File: config.mk
export PLATFORM = sky130hd
export DESIGN_NAME = id_stage_pipe_flat
export DESIGN_NICKNAME = d
export VERILOG_FILES = /design/src/rtl/id_stage_pipe_pkg.sv /design/src/rtl/id_stage_pipe_if.sv /design/src/rtl/id_stage_pipe_decode_comb.sv /design/src/rtl/id_stage_pipe.sv /design/src/flat_wrapper.sv
export SDC_FILE = /design/constraint.sdc
export NUM_CORES = 1
export LEC_CHECK = 0
export BUFFER_PORTS_ARGS = -buffer_cell sky130_fd_sc_hd__buf_2
export CORE_MARGIN = 2
export CORE_UTILIZATION = 45
export CTS_CLUSTER_DIAMETER = 60
export CTS_CLUSTER_SIZE = 14
export DETAILED_ROUTE_END_ITERATION = 12
export GPL_TIMING_DRIVEN = 0
export PLACE_DENSITY = 0.75
export SYNTH_ARGS = -nofsm -noshare
export SYNTH_HDL_FRONTEND = slang
export SYNTH_SLANG_ARGS = --single-unit
File: constraint.sdc
create_clock -name clk -period 3 [get_ports clk]
set_input_delay 0.3 -clock clk [delete_from_list [all_inputs] [get_ports clk]]
set_output_delay 0.3 -clock clk [all_outputs]
set_load 0.01 [all_outputs]
File: src/rtl/id_stage_pipe_pkg.sv
`default_nettype none
// ============================================================================
// Module   : id_pkg
// Brief    : Shared constants for the RV32I decode stage: opcodes, funct3
//            codes, ALU operation encodings, writeback/memory-size enums.
// Revision : 1.0 - initial pipelined decode release
// ============================================================================
package id_pkg;

  // Major opcodes (inst[6:0])
  localparam logic [6:0] OP_LUI    = 7'b0110111;
  localparam logic [6:0] OP_AUIPC  = 7'b0010111;
  localparam logic [6:0] OP_JAL    = 7'b1101111;
  localparam logic [6:0] OP_JALR   = 7'b1100111;
  localparam logic [6:0] OP_BRANCH = 7'b1100011;
  localparam logic [6:0] OP_LOAD   = 7'b0000011;
  localparam logic [6:0] OP_STORE  = 7'b0100011;
  localparam logic [6:0] OP_IMM    = 7'b0010011;
  localparam logic [6:0] OP_REG    = 7'b0110011;
  localparam logic [6:0] OP_FENCE  = 7'b0001111;
  localparam logic [6:0] OP_SYSTEM = 7'b1110011;

  // funct7 values that distinguish add/sub and srl/sra
  localparam logic [6:0] F7_BASE = 7'b0000000;
  localparam logic [6:0] F7_ALT  = 7'b0100000;

  // The only two SYSTEM encodings in the base set
  localparam logic [31:0] INST_ECALL  = 32'h0000_0073;
  localparam logic [31:0] INST_EBREAK = 32'h0010_0073;

  // ALU operation codes; the first group keeps the legacy decoder values
  localparam logic [4:0] ALU_ADD     = 5'b01101;
  localparam logic [4:0] ALU_SUB     = 5'b01110;
  localparam logic [4:0] ALU_XOR     = 5'b00110;
  localparam logic [4:0] ALU_SRL     = 5'b01001;
  localparam logic [4:0] ALU_OR      = 5'b00101;
  localparam logic [4:0] ALU_AND     = 5'b00100;
  localparam logic [4:0] ALU_ADDI    = 5'b01100;
  localparam logic [4:0] ALU_LD_JALR = 5'b10100;
  localparam logic [4:0] ALU_STORE   = 5'b10101;
  localparam logic [4:0] ALU_BEQ     = 5'b10001;
  localparam logic [4:0] ALU_BLT     = 5'b10010;
  // New codes for the rest of the base set
  localparam logic [4:0] ALU_SLL     = 5'b00001;
  localparam logic [4:0] ALU_SLT     = 5'b00010;
  localparam logic [4:0] ALU_SLTU    = 5'b00011;
  localparam logic [4:0] ALU_SRA     = 5'b00111;
  localparam logic [4:0] ALU_SLTI    = 5'b01000;
  localparam logic [4:0] ALU_SLTIU   = 5'b01010;
  localparam logic [4:0] ALU_XORI    = 5'b01011;
  localparam logic [4:0] ALU_ORI     = 5'b01111;
  localparam logic [4:0] ALU_ANDI    = 5'b10000;
  localparam logic [4:0] ALU_BNE     = 5'b10011;
  localparam logic [4:0] ALU_BGE     = 5'b10110;
  localparam logic [4:0] ALU_BLTU    = 5'b10111;
  localparam logic [4:0] ALU_BGEU    = 5'b11000;
  localparam logic [4:0] ALU_SLLI    = 5'b11001;
  localparam logic [4:0] ALU_SRLI    = 5'b11010;
  localparam logic [4:0] ALU_SRAI    = 5'b11011;
  localparam logic [4:0] ALU_LUI     = 5'b11100;
  localparam logic [4:0] ALU_AUIPC   = 5'b11101;
  localparam logic [4:0] ALU_JAL     = 5'b11110;
  localparam logic [4:0] ALU_NOP     = 5'b11111;

  typedef enum logic [1:0] {
    WB_MEM = 2'b00,
    WB_ALU = 2'b01,
    WB_PC4 = 2'b10
  } wb_sel_e;

  typedef enum logic [1:0] {
    MS_BYTE = 2'b00,
    MS_HALF = 2'b01,
    MS_WORD = 2'b10
  } mem_size_e;

endpackage
`default_nettype wire

File: src/rtl/id_stage_pipe_if.sv
`default_nettype none
// ============================================================================
// Module   : id_stage_pipe_if
// Brief    : Fetch-side and execute-side handshake/bus bundle of the decode
//            stage. master = surrounding pipeline, slave = decode stage.
// Revision : 1.0 - initial pipelined decode release
// ============================================================================
interface id_stage_pipe_if #(
  parameter int XLEN    = 32,
  parameter int RF_AW   = 5,
  parameter int ALUOP_W = 5
) ();

  logic               flush;
  logic               in_valid;
  logic               in_ready;
  logic [31:0]        inst_i;
  logic [XLEN-1:0]    pc_i;
  logic               out_valid;
  logic               out_ready;
  logic [XLEN-1:0]    pc_o;
  logic [ALUOP_W-1:0] ALUop;
  logic               ALUSrc1;
  logic               ALUSrc2;
  logic               RegWE;
  logic               MemWE;
  logic               MemRE;
  logic [1:0]         MemSize;
  logic               MemUns;
  logic [1:0]         WBSel;
  logic [2:0]         BrType;
  logic               Branch;
  logic               Jump;
  logic [XLEN-1:0]    Imm;
  logic [RF_AW-1:0]   rs1;
  logic [RF_AW-1:0]   rs2;
  logic [RF_AW-1:0]   rd;
  logic               illegal;

  modport master (
    output flush, in_valid, inst_i, pc_i, out_ready,
    input  in_ready, out_valid, pc_o, ALUop, ALUSrc1, ALUSrc2, RegWE, MemWE,
           MemRE, MemSize, MemUns, WBSel, BrType, Branch, Jump, Imm, rs1, rs2,
           rd, illegal
  );

  modport slave (
    input  flush, in_valid, inst_i, pc_i, out_ready,
    output in_ready, out_valid, pc_o, ALUop, ALUSrc1, ALUSrc2, RegWE, MemWE,
           MemRE, MemSize, MemUns, WBSel, BrType, Branch, Jump, Imm, rs1, rs2,
           rd, illegal
  );

endinterface
`default_nettype wire

File: src/rtl/id_stage_pipe_decode_comb.sv
`default_nettype none
// ============================================================================
// Module   : id_decode_comb
// Brief    : Pure combinational RV32I decoder: instruction word -> uop fields.
//            Illegal encodings come out with every control field cleared.
// Revision : 1.0 - initial pipelined decode release
// ============================================================================
module id_decode_comb
  import id_pkg::*;
#(
  parameter int XLEN    = 32,
  parameter int RF_AW   = 5,
  parameter int ALUOP_W = 5
) (
  input  logic [31:0]        inst,
  output logic [ALUOP_W-1:0] alu_op,
  output logic               alu_src1,
  output logic               alu_src2,
  output logic               reg_we,
  output logic               mem_we,
  output logic               mem_re,
  output logic [1:0]         mem_size,
  output logic               mem_uns,
  output logic [1:0]         wb_sel,
  output logic [2:0]         br_type,
  output logic               branch,
  output logic               jump,
  output logic [XLEN-1:0]    imm,
  output logic [RF_AW-1:0]   rs1,
  output logic [RF_AW-1:0]   rs2,
  output logic [RF_AW-1:0]   rd,
  output logic               illegal
);

  logic [6:0]  w_opcode;
  logic [2:0]  w_funct3;
  logic [6:0]  w_funct7;
  logic [31:0] w_imm_i, w_imm_s, w_imm_b, w_imm_u, w_imm_j;

  assign w_opcode = inst[6:0];
  assign w_funct3 = inst[14:12];
  assign w_funct7 = inst[31:25];

  assign w_imm_i = {{20{inst[31]}}, inst[31:20]};
  assign w_imm_s = {{20{inst[31]}}, inst[31:25], inst[11:7]};
  assign w_imm_b = {{19{inst[31]}}, inst[31], inst[7], inst[30:25], inst[11:8], 1'b0};
  assign w_imm_u = {inst[31:12], 12'b0};
  assign w_imm_j = {{11{inst[31]}}, inst[31], inst[19:12], inst[20], inst[30:21], 1'b0};

  logic [4:0]  w_op;
  logic [31:0] w_imm32;
  logic        w_use_rs1, w_use_rs2, w_use_rd, w_wr;
  logic        w_src1, w_src2, w_we, w_re, w_uns, w_br, w_jmp, w_ill;
  mem_size_e   w_size;
  wb_sel_e     w_wb;
  logic [2:0]  w_bt;

  // Classify the instruction and pick operation, operand sources and immediate
  always_comb begin
    w_op      = ALU_NOP;
    w_imm32   = '0;
    w_use_rs1 = 1'b0;
    w_use_rs2 = 1'b0;
    w_use_rd  = 1'b0;
    w_wr      = 1'b0;
    w_src1    = 1'b0;
    w_src2    = 1'b0;
    w_we      = 1'b0;
    w_re      = 1'b0;
    w_uns     = 1'b0;
    w_br      = 1'b0;
    w_jmp     = 1'b0;
    w_ill     = 1'b0;
    w_size    = MS_BYTE;
    w_wb      = WB_ALU;
    w_bt      = 3'b000;
    unique case (w_opcode)
      OP_LUI: begin
        w_op = ALU_LUI; w_src2 = 1'b1; w_imm32 = w_imm_u;
        w_use_rd = 1'b1; w_wr = 1'b1;
      end
      OP_AUIPC: begin
        w_op = ALU_AUIPC; w_src1 = 1'b1; w_src2 = 1'b1; w_imm32 = w_imm_u;
        w_use_rd = 1'b1; w_wr = 1'b1;
      end
      OP_JAL: begin
        w_op = ALU_JAL; w_src1 = 1'b1; w_src2 = 1'b1; w_imm32 = w_imm_j;
        w_use_rd = 1'b1; w_wr = 1'b1; w_wb = WB_PC4; w_jmp = 1'b1;
      end
      OP_JALR: begin
        w_op = ALU_LD_JALR; w_src2 = 1'b1; w_imm32 = w_imm_i;
        w_use_rs1 = 1'b1; w_use_rd = 1'b1; w_wr = 1'b1; w_wb = WB_PC4; w_jmp = 1'b1;
        w_ill = (w_funct3 != 3'b000);
      end
      OP_BRANCH: begin
        w_src1 = 1'b1; w_src2 = 1'b1; w_imm32 = w_imm_b;
        w_use_rs1 = 1'b1; w_use_rs2 = 1'b1; w_br = 1'b1; w_bt = w_funct3;
        unique case (w_funct3)
          3'b000:  w_op = ALU_BEQ;
          3'b001:  w_op = ALU_BNE;
          3'b100:  w_op = ALU_BLT;
          3'b101:  w_op = ALU_BGE;
          3'b110:  w_op = ALU_BLTU;
          3'b111:  w_op = ALU_BGEU;
          default: w_ill = 1'b1;
        endcase
      end
      OP_LOAD: begin
        w_op = ALU_LD_JALR; w_src2 = 1'b1; w_imm32 = w_imm_i; w_re = 1'b1;
        w_use_rs1 = 1'b1; w_use_rd = 1'b1; w_wr = 1'b1; w_wb = WB_MEM;
        w_size = mem_size_e'(w_funct3[1:0]); w_uns = w_funct3[2];
        w_ill = (w_funct3 == 3'b011) || (w_funct3 == 3'b110) || (w_funct3 == 3'b111);
      end
      OP_STORE: begin
        w_op = ALU_STORE; w_src2 = 1'b1; w_imm32 = w_imm_s; w_we = 1'b1;
        w_use_rs1 = 1'b1; w_use_rs2 = 1'b1;
        w_size = mem_size_e'(w_funct3[1:0]);
        w_ill = w_funct3[2] || (w_funct3[1:0] == 2'b11);
      end
      OP_IMM: begin
        w_src2 = 1'b1; w_imm32 = w_imm_i; w_use_rs1 = 1'b1; w_use_rd = 1'b1; w_wr = 1'b1;
        unique case (w_funct3)
          3'b000: w_op = ALU_ADDI;
          3'b010: w_op = ALU_SLTI;
          3'b011: w_op = ALU_SLTIU;
          3'b100: w_op = ALU_XORI;
          3'b110: w_op = ALU_ORI;
          3'b111: w_op = ALU_ANDI;
          3'b001: begin
            w_op  = ALU_SLLI;
            w_ill = (w_funct7 != F7_BASE);
          end
          default: begin
            // funct3 101: shift right, arithmetic selected by funct7
            w_op  = (w_funct7 == F7_ALT) ? ALU_SRAI : ALU_SRLI;
            w_ill = (w_funct7 != F7_BASE) && (w_funct7 != F7_ALT);
          end
        endcase
      end
      OP_REG: begin
        w_use_rs1 = 1'b1; w_use_rs2 = 1'b1; w_use_rd = 1'b1; w_wr = 1'b1;
        unique case ({w_funct7, w_funct3})
          {F7_BASE, 3'b000}: w_op = ALU_ADD;
          {F7_ALT,  3'b000}: w_op = ALU_SUB;
          {F7_BASE, 3'b001}: w_op = ALU_SLL;
          {F7_BASE, 3'b010}: w_op = ALU_SLT;
          {F7_BASE, 3'b011}: w_op = ALU_SLTU;
          {F7_BASE, 3'b100}: w_op = ALU_XOR;
          {F7_BASE, 3'b101}: w_op = ALU_SRL;
          {F7_ALT,  3'b101}: w_op = ALU_SRA;
          {F7_BASE, 3'b110}: w_op = ALU_OR;
          {F7_BASE, 3'b111}: w_op = ALU_AND;
          default:           w_ill = 1'b1;
        endcase
      end
      OP_FENCE:  w_ill = (w_funct3 != 3'b000);
      OP_SYSTEM: w_ill = (inst != INST_ECALL) && (inst != INST_EBREAK);
      default:   w_ill = 1'b1;
    endcase
  end

  // Drive the uop; an illegal instruction carries only its illegal flag
  always_comb begin
    illegal  = w_ill;
    alu_op   = '0;
    alu_src1 = 1'b0;
    alu_src2 = 1'b0;
    reg_we   = 1'b0;
    mem_we   = 1'b0;
    mem_re   = 1'b0;
    mem_size = 2'b00;
    mem_uns  = 1'b0;
    wb_sel   = 2'b00;
    br_type  = 3'b000;
    branch   = 1'b0;
    jump     = 1'b0;
    imm      = '0;
    rs1      = '0;
    rs2      = '0;
    rd       = '0;
    if (!w_ill) begin
      alu_op   = ALUOP_W'(w_op);
      alu_src1 = w_src1;
      alu_src2 = w_src2;
      reg_we   = w_wr && (inst[11:7] != 5'd0);
      mem_we   = w_we;
      mem_re   = w_re;
      mem_size = w_size;
      mem_uns  = w_uns;
      wb_sel   = w_wb;
      br_type  = w_bt;
      branch   = w_br;
      jump     = w_jmp;
      imm      = XLEN'($signed(w_imm32));
      rs1      = w_use_rs1 ? RF_AW'(inst[19:15]) : '0;
      rs2      = w_use_rs2 ? RF_AW'(inst[24:20]) : '0;
      rd       = w_use_rd  ? RF_AW'(inst[11:7])  : '0;
    end
  end

endmodule
`default_nettype wire

File: src/rtl/id_stage_pipe.sv
`default_nettype none
// ============================================================================
// Module   : id_stage_pipe
// Brief    : Pipelined RV32I decode stage: one registered uop slot between
//            fetch and execute, load-use interlock, flush, illegal flagging.
// Revision : 1.0 - initial pipelined decode release
// ============================================================================
module id_stage_pipe
  import id_pkg::*;
#(
  parameter int XLEN         = 32,
  parameter int RF_AW        = 5,
  parameter int ALUOP_W      = 5,
  parameter int LU_INTERLOCK = 1
) (
  input  logic             clk,
  input  logic             rst,
  id_stage_pipe_if.slave   bus
);

  logic [ALUOP_W-1:0] w_alu_op;
  logic               w_alu_src1, w_alu_src2, w_reg_we, w_mem_we, w_mem_re;
  logic [1:0]         w_mem_size, w_wb_sel;
  logic               w_mem_uns, w_branch, w_jump, w_illegal;
  logic [2:0]         w_br_type;
  logic [XLEN-1:0]    w_imm;
  logic [RF_AW-1:0]   w_rs1, w_rs2, w_rd;

  id_decode_comb #(
    .XLEN    (XLEN),
    .RF_AW   (RF_AW),
    .ALUOP_W (ALUOP_W)
  ) u_decode (
    .inst     (bus.inst_i),
    .alu_op   (w_alu_op),
    .alu_src1 (w_alu_src1),
    .alu_src2 (w_alu_src2),
    .reg_we   (w_reg_we),
    .mem_we   (w_mem_we),
    .mem_re   (w_mem_re),
    .mem_size (w_mem_size),
    .mem_uns  (w_mem_uns),
    .wb_sel   (w_wb_sel),
    .br_type  (w_br_type),
    .branch   (w_branch),
    .jump     (w_jump),
    .imm      (w_imm),
    .rs1      (w_rs1),
    .rs2      (w_rs2),
    .rd       (w_rd),
    .illegal  (w_illegal)
  );

  logic               r_valid;
  logic [XLEN-1:0]    r_pc;
  logic [ALUOP_W-1:0] r_alu_op;
  logic               r_alu_src1, r_alu_src2, r_reg_we, r_mem_we, r_mem_re;
  logic [1:0]         r_mem_size, r_wb_sel;
  logic               r_mem_uns, r_branch, r_jump, r_illegal;
  logic [2:0]         r_br_type;
  logic [XLEN-1:0]    r_imm;
  logic [RF_AW-1:0]   r_rs1, r_rs2, r_rd;

  logic w_hazard;
  logic w_in_ready;
  logic w_accept;

  generate
    if (LU_INTERLOCK != 0) begin : g_interlock
      // Held load targets a register the incoming instruction reads; unused
      // source fields decode to x0 and the held rd is nonzero, so they never match
      always_comb begin
        w_hazard = r_valid && r_mem_re && (r_rd != '0) && bus.in_valid &&
                   ((w_rs1 == r_rd) || (w_rs2 == r_rd));
      end
    end else begin : g_no_interlock
      assign w_hazard = 1'b0;
    end
  endgenerate

  assign w_in_ready = (!r_valid || bus.out_ready) && !w_hazard && !bus.flush;
  assign w_accept   = bus.in_valid && w_in_ready;

  // Output slot: flush kills, accept loads, downstream acceptance empties
  always_ff @(posedge clk or posedge rst) begin
    if (rst) begin
      r_valid    <= 1'b0;
      r_pc       <= '0;
      r_alu_op   <= '0;
      r_alu_src1 <= 1'b0;
      r_alu_src2 <= 1'b0;
      r_reg_we   <= 1'b0;
      r_mem_we   <= 1'b0;
      r_mem_re   <= 1'b0;
      r_mem_size <= 2'b00;
      r_mem_uns  <= 1'b0;
      r_wb_sel   <= 2'b00;
      r_br_type  <= 3'b000;
      r_branch   <= 1'b0;
      r_jump     <= 1'b0;
      r_imm      <= '0;
      r_rs1      <= '0;
      r_rs2      <= '0;
      r_rd       <= '0;
      r_illegal  <= 1'b0;
    end else if (bus.flush) begin
      r_valid <= 1'b0;
    end else if (w_accept) begin
      r_valid    <= 1'b1;
      r_pc       <= bus.pc_i;
      r_alu_op   <= w_alu_op;
      r_alu_src1 <= w_alu_src1;
      r_alu_src2 <= w_alu_src2;
      r_reg_we   <= w_reg_we;
      r_mem_we   <= w_mem_we;
      r_mem_re   <= w_mem_re;
      r_mem_size <= w_mem_size;
      r_mem_uns  <= w_mem_uns;
      r_wb_sel   <= w_wb_sel;
      r_br_type  <= w_br_type;
      r_branch   <= w_branch;
      r_jump     <= w_jump;
      r_imm      <= w_imm;
      r_rs1      <= w_rs1;
      r_rs2      <= w_rs2;
      r_rd       <= w_rd;
      r_illegal  <= w_illegal;
    end else if (bus.out_ready) begin
      r_valid <= 1'b0;
    end
  end

  assign bus.in_ready  = w_in_ready;
  assign bus.out_valid = r_valid;
  assign bus.pc_o      = r_pc;
  assign bus.ALUop     = r_alu_op;
  assign bus.ALUSrc1   = r_alu_src1;
  assign bus.ALUSrc2   = r_alu_src2;
  assign bus.RegWE     = r_reg_we;
  assign bus.MemWE     = r_mem_we;
  assign bus.MemRE     = r_mem_re;
  assign bus.MemSize   = r_mem_size;
  assign bus.MemUns    = r_mem_uns;
  assign bus.WBSel     = r_wb_sel;
  assign bus.BrType    = r_br_type;
  assign bus.Branch    = r_branch;
  assign bus.Jump      = r_jump;
  assign bus.Imm       = r_imm;
  assign bus.rs1       = r_rs1;
  assign bus.rs2       = r_rs2;
  assign bus.rd        = r_rd;
  assign bus.illegal   = r_illegal;

endmodule
`default_nettype wire
File: src/flat_wrapper.sv
// flat-port wrapper written by rule: the top's interface ports become plain ports
module id_stage_pipe_flat import id_pkg::*;
#(
  parameter int XLEN         = 32,
  parameter int RF_AW        = 5,
  parameter int ALUOP_W      = 5,
  parameter int LU_INTERLOCK = 1
)
  (clk, rst, bus_flush, bus_in_valid, bus_inst_i, bus_pc_i, bus_out_ready, bus_in_ready, bus_out_valid, bus_pc_o, bus_ALUop, bus_ALUSrc1, bus_ALUSrc2, bus_RegWE, bus_MemWE, bus_MemRE, bus_MemSize, bus_MemUns, bus_WBSel, bus_BrType, bus_Branch, bus_Jump, bus_Imm, bus_rs1, bus_rs2, bus_rd, bus_illegal);
  id_stage_pipe_if #(.XLEN(XLEN), .RF_AW(RF_AW), .ALUOP_W(ALUOP_W)) bus_i ();
  input  logic clk;
  input  logic rst;
  input wire logic [$bits(bus_i.flush)-1:0] bus_flush;
  input wire logic [$bits(bus_i.in_valid)-1:0] bus_in_valid;
  input wire logic [$bits(bus_i.inst_i)-1:0] bus_inst_i;
  input wire logic [$bits(bus_i.pc_i)-1:0] bus_pc_i;
  input wire logic [$bits(bus_i.out_ready)-1:0] bus_out_ready;
  output wire logic [$bits(bus_i.in_ready)-1:0] bus_in_ready;
  output wire logic [$bits(bus_i.out_valid)-1:0] bus_out_valid;
  output wire logic [$bits(bus_i.pc_o)-1:0] bus_pc_o;
  output wire logic [$bits(bus_i.ALUop)-1:0] bus_ALUop;
  output wire logic [$bits(bus_i.ALUSrc1)-1:0] bus_ALUSrc1;
  output wire logic [$bits(bus_i.ALUSrc2)-1:0] bus_ALUSrc2;
  output wire logic [$bits(bus_i.RegWE)-1:0] bus_RegWE;
  output wire logic [$bits(bus_i.MemWE)-1:0] bus_MemWE;
  output wire logic [$bits(bus_i.MemRE)-1:0] bus_MemRE;
  output wire logic [$bits(bus_i.MemSize)-1:0] bus_MemSize;
  output wire logic [$bits(bus_i.MemUns)-1:0] bus_MemUns;
  output wire logic [$bits(bus_i.WBSel)-1:0] bus_WBSel;
  output wire logic [$bits(bus_i.BrType)-1:0] bus_BrType;
  output wire logic [$bits(bus_i.Branch)-1:0] bus_Branch;
  output wire logic [$bits(bus_i.Jump)-1:0] bus_Jump;
  output wire logic [$bits(bus_i.Imm)-1:0] bus_Imm;
  output wire logic [$bits(bus_i.rs1)-1:0] bus_rs1;
  output wire logic [$bits(bus_i.rs2)-1:0] bus_rs2;
  output wire logic [$bits(bus_i.rd)-1:0] bus_rd;
  output wire logic [$bits(bus_i.illegal)-1:0] bus_illegal;
  assign bus_i.flush = bus_flush;
  assign bus_i.in_valid = bus_in_valid;
  assign bus_i.inst_i = bus_inst_i;
  assign bus_i.pc_i = bus_pc_i;
  assign bus_i.out_ready = bus_out_ready;
  assign bus_in_ready = bus_i.in_ready;
  assign bus_out_valid = bus_i.out_valid;
  assign bus_pc_o = bus_i.pc_o;
  assign bus_ALUop = bus_i.ALUop;
  assign bus_ALUSrc1 = bus_i.ALUSrc1;
  assign bus_ALUSrc2 = bus_i.ALUSrc2;
  assign bus_RegWE = bus_i.RegWE;
  assign bus_MemWE = bus_i.MemWE;
  assign bus_MemRE = bus_i.MemRE;
  assign bus_MemSize = bus_i.MemSize;
  assign bus_MemUns = bus_i.MemUns;
  assign bus_WBSel = bus_i.WBSel;
  assign bus_BrType = bus_i.BrType;
  assign bus_Branch = bus_i.Branch;
  assign bus_Jump = bus_i.Jump;
  assign bus_Imm = bus_i.Imm;
  assign bus_rs1 = bus_i.rs1;
  assign bus_rs2 = bus_i.rs2;
  assign bus_rd = bus_i.rd;
  assign bus_illegal = bus_i.illegal;
  id_stage_pipe #(.XLEN(XLEN), .RF_AW(RF_AW), .ALUOP_W(ALUOP_W), .LU_INTERLOCK(LU_INTERLOCK)) u_core (.clk(clk), .rst(rst), .bus(bus_i));
endmodule
==> results of run 1 <==
[metal layers]
layer | up-vias | routed length, µm
met3 | 43 | 1159
met1 | 2443 | 7319
met2 | 223 | 7805
met5 | - | 0
met4 | 0 | 584
li1 | 2243 | -
[worst max-delay path, cell delays in order]
cell and delay [ps]:
buf_2 100, or4_1 630, nor2_4 260, a41oi_2 210, nand2b_4 140, or4b_1 110, clkbuf_1 430, clkbuf_1 450
a31oi_1 140, mux2_4 290
[through the flow]
| step | instances | worst slack (ps) | area [µm²] |
|---|---|---|---|
| global route | 892 | -15.08 | 7249 |
| CTS | 891 | 23.58 | 7221 |
| finish | 892 | 170.2 | 7249 |
| global placement | 873 | -988.6 | 6889 |
| detailed placement | 874 | -411.2 | 6919 |
| floorplan | 535 | 52.87 | 5843 |
[cell usage in the layout, fill, tap and decap left out, drive strengths merged, types with 6 or more instances in the layout]
cell	Yosys	final
a21oi	34	34
a22oi	6	6
buf	23	193
clkbuf	15	23
dfrtp	101	101
inv	33	36
mux2	77	77
mux2i	23	23
nand2	38	38
nand3	14	14
nor2	53	53
nor3	12	12
o21ai	19	19
xnor2	8	8
[where the power goes]
group / switching [mW] / internal (mW) / total, mW
clock: 0.565 / 0.583 / 1.15
sequential: 0.0493 / 1.45 / 1.50
combinational: 0.312 / 0.302 / 0.613
total: 0.926 / 2.33 / 3.26
[sequential cells by signal, summed over array words and instances (netlist names)]
register,cells
u_core.bus.Imm,32
u_core.bus.BrType,3
u_core.bus.MemWE,1
u_core.bus.MemUns,1
u_core.bus.rs1,5
u_core.bus.Jump,1
u_core.bus.rs2,5
u_core.bus.out_valid,1
u_core.bus.WBSel,2
u_core.bus.pc_o,32
u_core.bus.rd,5
u_core.bus.MemRE,1
u_core.bus.ALUSrc2,1
u_core.bus.illegal,1
u_core.bus.ALUSrc1,1
u_core.bus.Branch,1
u_core.bus.RegWE,1
u_core.bus.MemSize,2
u_core.bus.ALUop,5
[timing repair]
action,4_1_cts,5_1_grt
hold buffers,0,0
setup endpoints to repair,47,102
buffers inserted,1,1
resized for setup,0,7
pin swaps,1,2
[cells by family after synthesis]
| logic type | count (synthesis) |
|---|---|
| multiplexers | 100 |
| AO/OA/AOI/OAI | 97 |
| XOR/XNOR | 9 |
| AND/OR/NAND/NOR | 157 |
| buffers and inverters | 71 |
| flip-flops | 101 |
[worst paths after layout]
kind | slack, ps | startpoint | endpoint
worst max register to register | 250 | u_core.bus.rd[3] | u_core.bus.ALUop[1]
worst min-delay path | 20 | rst | u_core.bus.pc_o[12]
min in group clk | 150 | bus_flush | u_core.bus.out_valid
max in group asynchronous | 2290 | rst | u_core.bus.Imm[0]
worst min register to register | 490 | u_core.bus.MemSize[1] | u_core.bus.MemSize[1]
worst max-delay path | 170 | bus_inst_i[5] | u_core.bus.ALUop[3]
[layout make-up]
type                            instances  area share
Buffer                                 38     0.04367
Clock buffer                            9     0.03107
Clock inverter                          7    0.009493
Inverter                               33     0.01743
Multi-Input combinational cell        363      0.3996
Sequential cell                       101      0.3486
Tap cell                              172     0.02969
Timing Repair Buffer                  169      0.1205
==> results.md, run 1 <==
* Multi-input logic area at a little under 3000 µm²
* Synth warn at 0
* Final Util at 0.5721
* Global Route met1 Usage at 0.3232
* Hold Violations, Final at 0
* Tcrit/Tclk final at 0.9433
* Syn nets at 604
* Total iterations of the first detailed-routing run at 5
* Top_reg_cell synth: dfrtp_1
* Total GRT Usage at 0.2476
* Crit Path Class: in -> reg
* Synth Area per Inst at around 11 µm²
* Met2 Resource Use GR at 0.3997
* Synth area leaders: dfrtp_1, mux2_4, mux2i_1
* Global-route wire length before repair at 27100 µm
* FF-to-FF path depth at 10
* Setup TNS at 0 ps
* Hold WS at 21.36 ps
* Post-synth EDFFs at 0
* Final setup viols at 0
* CP Data Arrival Time at 3080 ps
* Share of cells above drive strength 1 at 0.4028
* Synth Area in XOR/XNOR at 0.01349
* Initial antenna violation count at 0
* Peak supply drop at approximately 0.00022 V
* P_leak at around 3.7 nW
* Vias at around 5000
* F_max at roughly 350 MHz
* Reg clk slew, reported paths at approximately 80 ps
* Floorplan row count at between 40 and 50
* Mux cell area share after synthesis at 0.2302
* Yosys top cell by area: dfrtp_1
* Final RePlAce weighted congestion at ~1
* Core area at approximately 13000 µm²
* Total power divided by cell area at ~450 nW/µm²
* Critical path required time at about 3300 ps
* Most numerous cell in the Yosys netlist: dfrtp_1
* Iter 0 DRT Violations at 400
* Die area at approximately 14000 µm²
* Max-slew violations at 0
* Post-synthesis adder-cell area fraction at 0
* Fill cells at 1128
* Most instantiated cells after synthesis: dfrtp_1, mux2_4, nor2_1
* Post-DRT Antenna Nets at 0
* CTS Buf Count at 9
* Initial Util at 0.4611
* DP Wirelength at ~13000 µm
* Rel. slew slack at 0.3582
* Gr ovfl total at 0
* Mapped Cells at between 500 and 600
* CTS HTree Levels at 3
* Worst Tran Pin Value at roughly 950 ps
* Hold Path Class: in -> async
* IO Pins at around 170
* DRT Wirelength at 16870 µm
* Largest family of logic cells by synthesized area: multiplexers
* # port buffers at 166
* Simple-gate portion of the synthesized area at 0.1368
* Die height at around 120 µm
* Worst skew pair latency at approximately 370 ps
* Chip width at 118.0 µm
* Synthesized flop and latch total at between 100 and 150
* Critical path launch point type: input pin
* Global route hottest layer: met2
* Diodes inserted at 0
* Root Buffer: clkbuf_16
* Complex-gate fraction of the synthesized area at 0.1124
* Status: finished, final reports clean
* Sequential Area at 2527 µm²
* CTS tree: built
* # nets final at 784
* Final Total Pwr at ~3.3 mW
* Area grow syn2layout at 24.07%
* CP Max Fanout at 10
* Via density at about 5.6
* Critical Path Sink Type: flop
* Seq/Total Area, Yosys at 0.4325
* Async set or reset register ratio after synthesis at 1.000
* Largest net degree at the start of global routing at 54
* Clk_skew at 10.43 ps
* Drt drc at 0
* Clk sinks at slightly above 100
* Synth Cell Area at 5843 µm²
* Wirelength per Cell at about 19 µm
* Met3 Track Usage GR at 0.04554
* Post-synth cell types at 69
* Max_cap viols at 0
* Synth top area share at 0.4325
* Clock buffer depth at 2
* Fin crit period at about 2800 ps
* Vias in the first global route at around 5100
(Power assumes the default switching activity.)
==> inputs of run 2 (changes only) <==
ABC_AREA = 1   (was default)
GPL_ROUTABILITY_DRIVEN = 0   (was default)
PLACE_DENSITY = 0.74   (was 0.75)
==> run 2 against run 1 <==
  * Clock skew is essentially flat
  * Hold slack better by 23 ps
  * Sequential power barely moved
  * Register-to-register slack improved by 180 ps
  * Utilization grew 0.43 points
  * Critical endpoint is now bus_in_ready
  * Highest routed layer unchanged
==> results.md, run 2 <==
* Synth area leaders: dfrtp_1, nand2_1, nand4_1 (was dfrtp_1, mux2_4, mux2i_1)
* Iter 0 DRT Violations at 706 (was 400)
* Status: finished, final reports clean (unchanged)
* Initial antenna violation count at 1 (was 0)
* Rel. slew slack at 0.3111 (was 0.3582)
* Die area at 14380 µm² (was 13910 µm²)
* Non-Filler Instances at 1229 (was 892)
* Area grow syn2layout at 25.74% (was 24.07%)
* Top_reg_cell synth: dfrtp_1 (unchanged)
* Fin crit period at 2800 ps (was 2830 ps)
* Vias in the first global route at 6022 (was 5078)
* CP Data Arrival Time at 2500 ps (was 3080 ps)
* Synthesized flop and latch total at 101 (unchanged)
* Fill cells at 1279 (was 1128)
* CP Max Fanout at 19 (was 10)
* CTS tree: built (unchanged)
* Hold Path Class: in -> async (unchanged)
* Final Total Pwr at 3.170 mW (was 3.259 mW)
* Die height at 119.9 µm (was 118.0 µm)
* Reg-to-reg setup timing slack at 430 ps (was 250 ps)
* Commonest cells after routing, fill and taps aside: nand2_1, buf_2, nand4_1, dfrtp_1, nor2_1 (was buf_2, dfrtp_1, mux2_4, nor2_1, nand2_1)
* Synth top area share at 0.4180 (was 0.4325)
* Largest net degree at the start of global routing at 54 (unchanged)
* Worst skew pair latency at 360 ps (was 370 ps)
* Vias at 6732 (was 4952)
* Core area at 13190 µm² (was 12670 µm²)
* Reg clk slew, reported paths at 70 ps (was 80 ps)
* Synth Area per Inst at 7.007 µm² (was 10.92 µm²)
* Placed cell count at 1208 (was 874)
* Sequential Area at 2527 µm² (unchanged)
* Post-synth cell types at 33 (was 69)
* Initial Util at 0.4585 (was 0.4611)
* Most common cell after layout, fill and taps aside: nand2_1 (was buf_2)
* Most numerous cell in the Yosys netlist: nand2_1 (was dfrtp_1)
* Clk sinks at 101 (unchanged)
* IO Pins at 171 (unchanged)
* Post-synth EDFFs at 0 (unchanged)
* Async set or reset register ratio after synthesis at 1.000 (unchanged)
* Crit Path Class: in -> out (was in -> reg)
* F_max at 357.2 MHz (was 353.4 MHz)
* Total iterations of the first detailed-routing run at 6 (was 5)
* Critical path required time at 2700 ps (was 3250 ps)
* Wirelength per Cell at 16.09 µm (was 18.91 µm)
* Chip width at 119.9 µm (was 118.0 µm)
* Multi-input logic area at 3040 µm² (was 2897 µm²)
* Total GRT Usage at 0.2715 (was 0.2476)
* Syn nets at 932 (was 604)
* Via density at 5.478 (was 5.552)
* P_leak at 4.333 nW (was 3.696 nW)
* Total power divided by cell area at 416.9 nW/µm² (was 449.6 nW/µm²)
* Most instantiated cells after synthesis: nand2_1, nand4_1, nor2_1 (was dfrtp_1, mux2_4, nor2_1)
* Synth Cell Area at 6047 µm² (was 5843 µm²)
* Worst r2r src: u_core.bus.out_valid (was u_core.bus.rd[3])
* Tcrit/Tclk final at 0.9332 (was 0.9433)
* Post-DRT Antenna Nets at 0 (unchanged)
* Clock buffer depth at 2 (unchanged)
* CTS HTree Levels at 3 (unchanged)
* Max-slew violations at 0 (unchanged)
* Gr ovfl total at 0 (unchanged)
* CTS Buf Count at 9 (unchanged)
* Worst Tran Pin Value at 1033 ps (was 953.9 ps)
* DRT Wirelength at 19770 µm (was 16870 µm)
* Global-route wire length before repair at 30630 µm (was 27100 µm)
* Root Buffer: clkbuf_16 (unchanged)
* FF-to-FF path depth at 5 (was 10)
* Share of cells above drive strength 1 at 0.2576 (was 0.4028)
* Clk_skew at 10.93 ps (was 10.43 ps)
* Seq/Total Area, Yosys at 0.4180 (was 0.4325)
* # nets final at 1118 (was 784)
* Synth warn at 0 (unchanged)
* Critical path launch point type: input pin (unchanged)
* Max_cap viols at 0 (unchanged)
* Hold Violations, Final at 0 (unchanged)
* Floorplan row count at 42 (was 41)
* Mapped Cells at 863 (was 535)
* Critical Path Sink Type: output pin (was flop)
* Final setup viols at 0 (unchanged)
* # port buffers at 168 (was 166)
* Drt drc at 0 (unchanged)
* Yosys top cell by area: dfrtp_1 (unchanged)
* DP Wirelength at 14810 µm (was 12660 µm)
* FF-to-FF End: u_core.bus.Imm[12] (was u_core.bus.ALUop[1])
* Peak supply drop at 0.0003028 V (was 0.0002229 V)
==> run 2: area by class of cell <==
class                   instances  area share
multi-input cells             634      0.3999
flip-flops and latches        101      0.3324
repair buffers                175      0.1201
plain buffers                  56     0.04492
inverters                      72     0.03653
clock buffers                  10     0.03011
well taps                     176     0.02896
clock inverters                 4    0.006747
diodes                          1   0.0003291
==> run 2: critical path: stages <==
cell and delay (ps):
buf_2 120, inv_1 60, nand2_1 80, nor2_4 170, buf_4 150, nand2_1 120
nand3_4 120, nand2_1 100, nor2_4 210, buf_6 140, nand3_1 100, nand2_1 80
nand2_1 50, nor2_1 100, nand2_1 60, nand2_1 70, nand2_2 80, buf_12 160
nand2_1 60, nor2_1 40, buf_2 130
==> run 2: power breakdown <==
part / switching, mW / total (mW) / leakage, nW / internal (mW)
Sequential: 0.0397 / 1.48 / 1.36 / 1.44
Clock: 0.516 / 1.15 / 0.134 / 0.638
Combinational: 0.353 / 0.538 / 2.84 / 0.185
==> run 2: kinds of logic (layout without fill, tap and decap cells) <==
| group | Yosys count | count (layout) | share of synthesized area |
|---|---|---|---|
| flip-flops | 101 | 101 | 0.4180 |
| AND/OR/NAND/NOR | 586 | 587 | 0.4374 |
| AO/OA/AOI/OAI | 47 | 47 | 0.04532 |
| buffers and inverters | 129 | 317 | 0.09932 |
| other | 0 | 1 | 0 |
==> run 2: worst max-delay path by stage <==
stage,slack [ps],depth (start not counted),end,start
global route,-6,21,bus_in_ready,bus_inst_i[14]
floorplan,50,1,u_core.bus.ALUSrc1,rst
CTS,90,20,bus_in_ready,bus_inst_i[26]
global placement,-1150,2,u_core.bus.Imm[11],rst
finish,200,21,bus_in_ready,bus_inst_i[3]
detailed placement,-140,21,bus_in_ready,bus_inst_i[26]
==> run 2: repair_timing <==
item / 4_1_cts / 5_1_grt
resized for setup: 1 / 37
setup buffers: 2 / 3
setup endpoints to repair: 1 / 1
pin swaps: 1 / 7
hold buffers: 0 / 0
gates cloned: 0 / 2
==> run 2: routing by layer <==
metal,up-vias,part of all wire,global-route usage
met2,332,0.46,0.4336
met3,41,0.081,0.03565
met5,-,0,0
li1,3222,-,-
met4,0,0.029,0.1147
met1,3137,0.43,0.3714
==> run 2: stage by stage <==
step / setup slack (ps) / utilization / hold WS (ps) / setup TNS [ps] / cell area [µm²]
floorplan: 52.87 / - / 391.0 / 0 / 6047
global placement: -1150 / 0.5389 / 448.1 / -115250 / 7108
detailed placement: -139.7 / 0.5412 / 443.7 / -139.7 / 7138
CTS: 89.94 / 0.5634 / 65.59 / 0 / 7431
global route: -5.711 / 0.5765 / 92.89 / -5.711 / 7604
finish: 200.4 / 0.5765 / 44.58 / 0 / 7604
